`src/rtl/reg_file.sv`:
```
// Architectural register file with per-register rename tags.
// Each register holds its committed value and the ROB index of its youngest
// in-flight producer (tag 0 = value is valid). Commits arrive from the ROB;
// decode reads operands and renames destinations here.
module reg_file #(
  parameter int ROB_BIT = 4,
  parameter int REG_NUM = 32
) (
  input  logic               clk,
  input  logic               rst,
  input  logic               rdy,
  input  logic               rob_rb_ena,
  input  logic [4:0]         id_rs1,
  input  logic [4:0]         id_rs2,
  output logic [ROB_BIT-1:0] id_rs1_tag,
  output logic [ROB_BIT-1:0] id_rs2_tag,
  output logic [31:0]        id_rs1_val,
  output logic [31:0]        id_rs2_val,
  input  logic               id_rn_ena,
  input  logic [4:0]         id_rn_rd,
  input  logic [ROB_BIT-1:0] id_rn_idx,
  input  logic               reg_wr_ena,
  input  logic [4:0]         reg_wr_rd,
  input  logic [31:0]        reg_wr_val,
  input  logic [ROB_BIT-1:0] reg_wr_idx
);

  logic [31:0]        val [REG_NUM];
  logic [ROB_BIT-1:0] tag [REG_NUM];

  logic commit_ok;
  logic rename_ok;

  // Qualify commit and rename once; x0 is never written, rename needs rdy and no rollback
  always_comb begin
    commit_ok = reg_wr_ena && (reg_wr_rd != 5'd0);
    rename_ok = rdy && id_rn_ena && (id_rn_rd != 5'd0) && !rob_rb_ena;
  end

  // Value and tag update: commit writes value, rename overrides the tag clear, rollback clears all tags
  always_ff @(posedge clk or posedge rst) begin
    if (rst) begin
      for (int i = 0; i < REG_NUM; i++) begin
        val[i] <= '0;
        tag[i] <= '0;
      end
    end else begin
      for (int i = 0; i < REG_NUM; i++) begin
        if (commit_ok && (reg_wr_rd == 5'(i))) begin
          val[i] <= reg_wr_val;
        end
        if (rob_rb_ena) begin
          tag[i] <= '0;
        end else if (rename_ok && (id_rn_rd == 5'(i))) begin
          tag[i] <= id_rn_idx;
        end else if (commit_ok && (reg_wr_rd == 5'(i)) && (tag[i] == reg_wr_idx)) begin
          tag[i] <= '0;
        end
      end
    end
  end

  // Source 1 read with same-cycle commit bypass when the committing entry is the current producer
  always_comb begin
    id_rs1_tag = '0;
    id_rs1_val = '0;
    if (!rst && (id_rs1 != 5'd0)) begin
      if (reg_wr_ena && (reg_wr_rd == id_rs1) && (tag[id_rs1] == reg_wr_idx)) begin
        id_rs1_val = reg_wr_val;
      end else begin
        id_rs1_tag = tag[id_rs1];
        id_rs1_val = val[id_rs1];
      end
    end
  end

  // Source 2 read, same bypass rule as source 1
  always_comb begin
    id_rs2_tag = '0;
    id_rs2_val = '0;
    if (!rst && (id_rs2 != 5'd0)) begin
      if (reg_wr_ena && (reg_wr_rd == id_rs2) && (tag[id_rs2] == reg_wr_idx)) begin
        id_rs2_val = reg_wr_val;
      end else begin
        id_rs2_tag = tag[id_rs2];
        id_rs2_val = val[id_rs2];
      end
    end
  end

endmodule

```
`config.mk`:
```
export PLATFORM = sky130hd
export DESIGN_NAME = reg_file
export DESIGN_NICKNAME = d
export VERILOG_FILES = /design/src/rtl/reg_file.sv
export SDC_FILE = /design/constraint.sdc
export NUM_CORES = 2
export LEC_CHECK = 0
export BUFFER_PORTS_ARGS = -buffer_cell sky130_fd_sc_hd__buf_2
export CORE_MARGIN = 2
export CORE_UTILIZATION = 35
export DETAILED_ROUTE_END_ITERATION = 10
export GPL_ROUTABILITY_DRIVEN = 0
export PLACE_DENSITY = 0.61
export SYNTH_ARGS = -nofsm -noshare
export SYNTH_HDL_FRONTEND = slang
export SYNTH_SLANG_ARGS = --single-unit
```
`constraint.sdc`:
```
create_clock -name clk -period 100.2 [get_ports clk]
set_clock_uncertainty 0.05 [all_clocks]
set_input_delay 20.04 -clock clk [delete_from_list [all_inputs] [get_ports clk]]
set_output_delay 20.04 -clock clk [all_outputs]
set_load 0.1 [all_outputs]
```
---- Word-level counts from Yosys, hierarchy flattened ----
Index checks and enable logic that the tools add are counted.
word-level totals
  bits in registers ....................... 1,152
  input port bits ......................... 66
  output and inout bits ................... 72
  word-level logic and storage cells ...... 428
operators by class
  order comparisons ....................... 2
  eq/ne operators ......................... 98
  mux-type cells .......................... 116
  bitwise logic cells ..................... 2
  reductions and logical operators ........ 146
operators with widths
  operator              number
  $mux W4               104
  $bmux W32 S5          2
  $mux W32              8
  $eq A5 B5 Y1 const B  32
  $eq A4 B4 Y1          34
  $logic_and A1 B1 Y1   106
  $reduce_bool A3 Y1    32
  $eq A5 B4 Y1 const B  16
  $bmux W4 S5           2
  $eq A5 B3 Y1 const B  8
  $eq A5 B2 Y1 const B  4
  $reduce_bool A5 Y1    4
  $ge A6 B6 Y1 const B  2
  $not A5 Y6            2
  $eq A5 B1 Y1 const B  2
  $eq A5 B5 Y1          2
  $logic_not A5 Y1      2
  $logic_not A1 Y1      2

---- Depth between registers and ports, before layout ----
  depth in word-level cells ............... 8
  gate-level depth with buffers ........... 13

---- Worst setup path after synthesis ----
No wires, ideal clock.
  kind .................................... in2out
  from .................................... in rst
  to ...................................... out id_rs2_tag[0]
  arrival time ............................ 50.798 ns
  required time ........................... 80.110 ns
  setup slack ............................. 29.312 ns
  cell stages on the path ................. 4
  cells stage by stage .................... inv_1 > o41ai_1 > or2_2 > nor2b_1
between the ends
  word-level cells in the longest chain between the ends .. 3
ends and longest elaborated chain
  element              line  RTL
  start, declared      10    input logic rst,
  $logic_not A1 Y1     81    if (!rst && (id_rs2 != 5'd0)) begin
  $logic_and A1 B1 Y1  81
  $mux W4              81
  end, declared        16    output logic [ROB_BIT-1:0] id_rs2_tag,
No other way between the ends.

---- Final worst setup path ----
  from .................................... in id_rs1[2]
  to ...................................... out id_rs1_tag[3]
between the ends
  word-level cells in the longest chain between the ends .. 8
ends and longest elaborated chain
  element                                      line    RTL
  start, declared                              13      input logic [4:0] id_rs1,
  $not A5 Y6 (not written as such)             68, 71
  $bmux W4 S5                                  68, 71
  $mux W4 (not written as such) (2 in series)  68, 71
  $eq A4 B4 Y1                                 68      if (reg_wr_ena && (reg_wr_rd == id_rs1) && (tag[id_rs1] == reg_wr_idx)) begin
  $logic_and A1 B1 Y1                          68
  $mux W4                                      68
  $mux W4 *                                    67      if (!rst && (id_rs1 != 5'd0)) begin
  end, declared                                15      output logic [ROB_BIT-1:0] id_rs1_tag,
Every way passes the cells marked *; elsewhere a longest branch is shown, timed or not. The select of a mux whose other input is x is not followed.

==> results.toml <==
[layout]
areaGrowthSynthToFinish_pct = 11.1
design_area_um2 = 70700
final_common_cell = "dfrtp_1"
final_cell_mix = "1152 x dfrtp_1, 1025 x mux2_2, 671 x mux4_2"
post_layout_nonfiller_instances = 6504
fin_nets = 4096
drive_above_1_share_pct = 52.3

[synth]
synthAdderAreaFrac_pct = 0
synth_top_flop_cell = "dfrtp_1"
synth_cell_types = 53
synth_nets = 4211
synthMuxAreaShare_pct = 44.1
ys_seq_elements = 1152
synth_top_area_cell = "dfrtp_1"
synth_edf_count = 0
yosys-top-cells-area = "dfrtp_1 45%, mux4_2 24%, mux2_2 18%"
synth_xor_area_share_pct = 1.94
synth-seq-area-share_pct = 45.3
syn-cell-area_um2 = 63600
synth.avg_cell_area_um2 = 15.3
synth_top_area_share_pct = 45.3
yosys_warnings = 0
synth_compound_area_share_pct = 3.30
syn_inst = 4145
synthSimpleGateAreaFrac_pct = 2.20
synth_top_family_by_area = "multiplexers"
synthArstFlopShare_pct = 100

[critical_path]
r2r_slack_ns = 98.59
endpoint = "id_rs1_tag[3]"
end_kind = "primary output"
worstPathRequired_ns = 80.11
crit_type = "in -> out"
crit_start = "id_rs1[2]"
r2r_start = "tag[27]"
startpoint_type = "primary input"
path_max_fanout = 59
r2r-end = "tag[24]"
r2r_cells = 4
critPathArrivalTime_ns = 25.43

[routing]
dr_total_vias = 39752
wl_per_cell_um = 31.1
drt_wl_total_um = 203000
drtAntennaViolNets = 0
drt-initial-drc-count = 4015
dr.pass1.iters = 5
vias_per_cell = 6.11
route.detailed.drc = 0

[global_routing]
grt_max_degree = 166
antenna_found_initial = 10
gr-usage-all-layers_pct = 21.9
grt-ovfl-total = 0
grt_pass1_vias = 40688
grt_pass1_wl_um = 296000

[floorplan]
rows = 156
io_pins = 138
die_w_um = 430
coreArea_um2 = 181000
start_util_pct = 35.2
die_area_um2 = 185000
die_y_um = 430

[timing]
fin_crit_ns = 45.52
finalHoldViolCount = 0
setup_tns_ns = 0
timing.final.ws_setup_ns = 54.68
finalCritPeriodShare_pct = 45.4
fmax_mhz = 22.0
worst_pin_slew_ns = 1.40
slew_headroom_pct = 6.26
setup_viol = 0
drv_slew = 0
rsz0062_at_grt = "no"

[clocking]
cts_inserted_buffers = 133
clk_pin_slew_worst_paths_ns = 0.06
postCtsHoldBufs = 0
htree_levels = 4
numClockSinks = 1152
cts_post_setup_buffers_inserted = 0
cts_root_buf = "clkbuf_16"
cts_resized = 0
cts_tree = "done"
clock_path_buffers = 3
clkLatencyLatePin_ns = 0.79

[power]
leakagePower_nw = 29.9
fin_total_pwr_mw = 1.40
p_per_area_nw_per_um2 = 19.8
ir_drop_uv = 20.1

[status]
outcome = "complete, no violations"

[placement]
place_hpwl_um = 111000
io_buffers = 137
post-place-ws_ns = 54.86
placed_area_um2 = 66200
place_inst = 6265

[min_path]
hp-class = "reg -> reg"

[flow_run]
cap_violations = 0
## cell type report
class,instances,area [um^2]
Antenna cell,2,5.00
Clock buffer,198,3890
Clock inverter,39,538
Fill cell,16659,110000
Inverter,6,35.0
Multi-Input combinational cell,2521,33000
Sequential cell,1152,28800
Tap cell,2370,2970
Timing Repair Buffer,216,1430
## registers in the layout, indices dropped and copies added, names as in the netlist
| register | flops |
|---|---|
| tag | 128 |
| val | 1024 |
## critical path, stage by stage
cell and delay (ns):
buf_6 0.73, buf_4 0.82, mux4_2 0.40, nor2b_1 0.14, o21bai_1 0.23, and3_1 0.23, nand3_1 0.13, nand4b_4 0.14
buf_4 0.50, or2_2 0.45, buf_4 0.51, and3_1 0.38, buf_2 0.48
## cells by family (layout without fill, tap and decap cells)
family	count (synthesis)	in the layout
AO/OA/AOI/OAI	266	266
XOR/XNOR	141	141
buffers and inverters	472	459
flip-flops	1152	1152
multiplexers	1832	1832
other	0	2
AND/OR/NAND/NOR	282	282
## Yosys cell counts (23+ instances only)
master and number:
nor2_1 105, xor2_1 79, buf_2 70, xnor2_1 62, clkbuf_1 321, buf_1 47
mux4_2 671, a21oi_1 30, nor3_1 24, nand4_1 23, mux2_2 1025, dfrtp_1 1152
mux2i_1 135, a22o_1 124, nand2_1 36
## stage by stage
stage                     utilization [%]  hold WS (ns)
after floorplan                         -         0.391
after global placement               36.6         0.327
after detailed placement             36.6         0.334
after CTS                            39.1         0.347
after global routing                 39.1         0.360
final                                39.1         0.343
## report_power, final
part	switching [mW]	internal (mW)	total, mW	leakage, nW
clock network	0.209	0.289	0.498	2.16
registers	0.0551	0.544	0.599	14.9
logic	0.137	0.164	0.301	12.8
total	0.401	0.998	1.40	29.9
## worst min path at each step
stage                    from   endpoint  depth (start not counted)
floorplan           val[1000]  val[1000]                          1
global placement     val[997]   val[997]                          0
detailed placement   val[995]   val[995]                          0
CTS                 val[1019]  val[1019]                          0
global route        val[1017]  val[1017]                          0
finish               val[996]   val[996]                          0
## layer usage
metal	up-vias	track usage [%]	part of all wire [%]	wire, um
met2	1576	33.8	46	94000
met3	360	4.38	7.0	14300
met5	-	0	0.0049	10
li1	15913	-	-	-
met4	2	8.15	3.9	7890
met1	21901	30.5	43	86400
No activity file was read; power rests on OpenSTA's default activity.
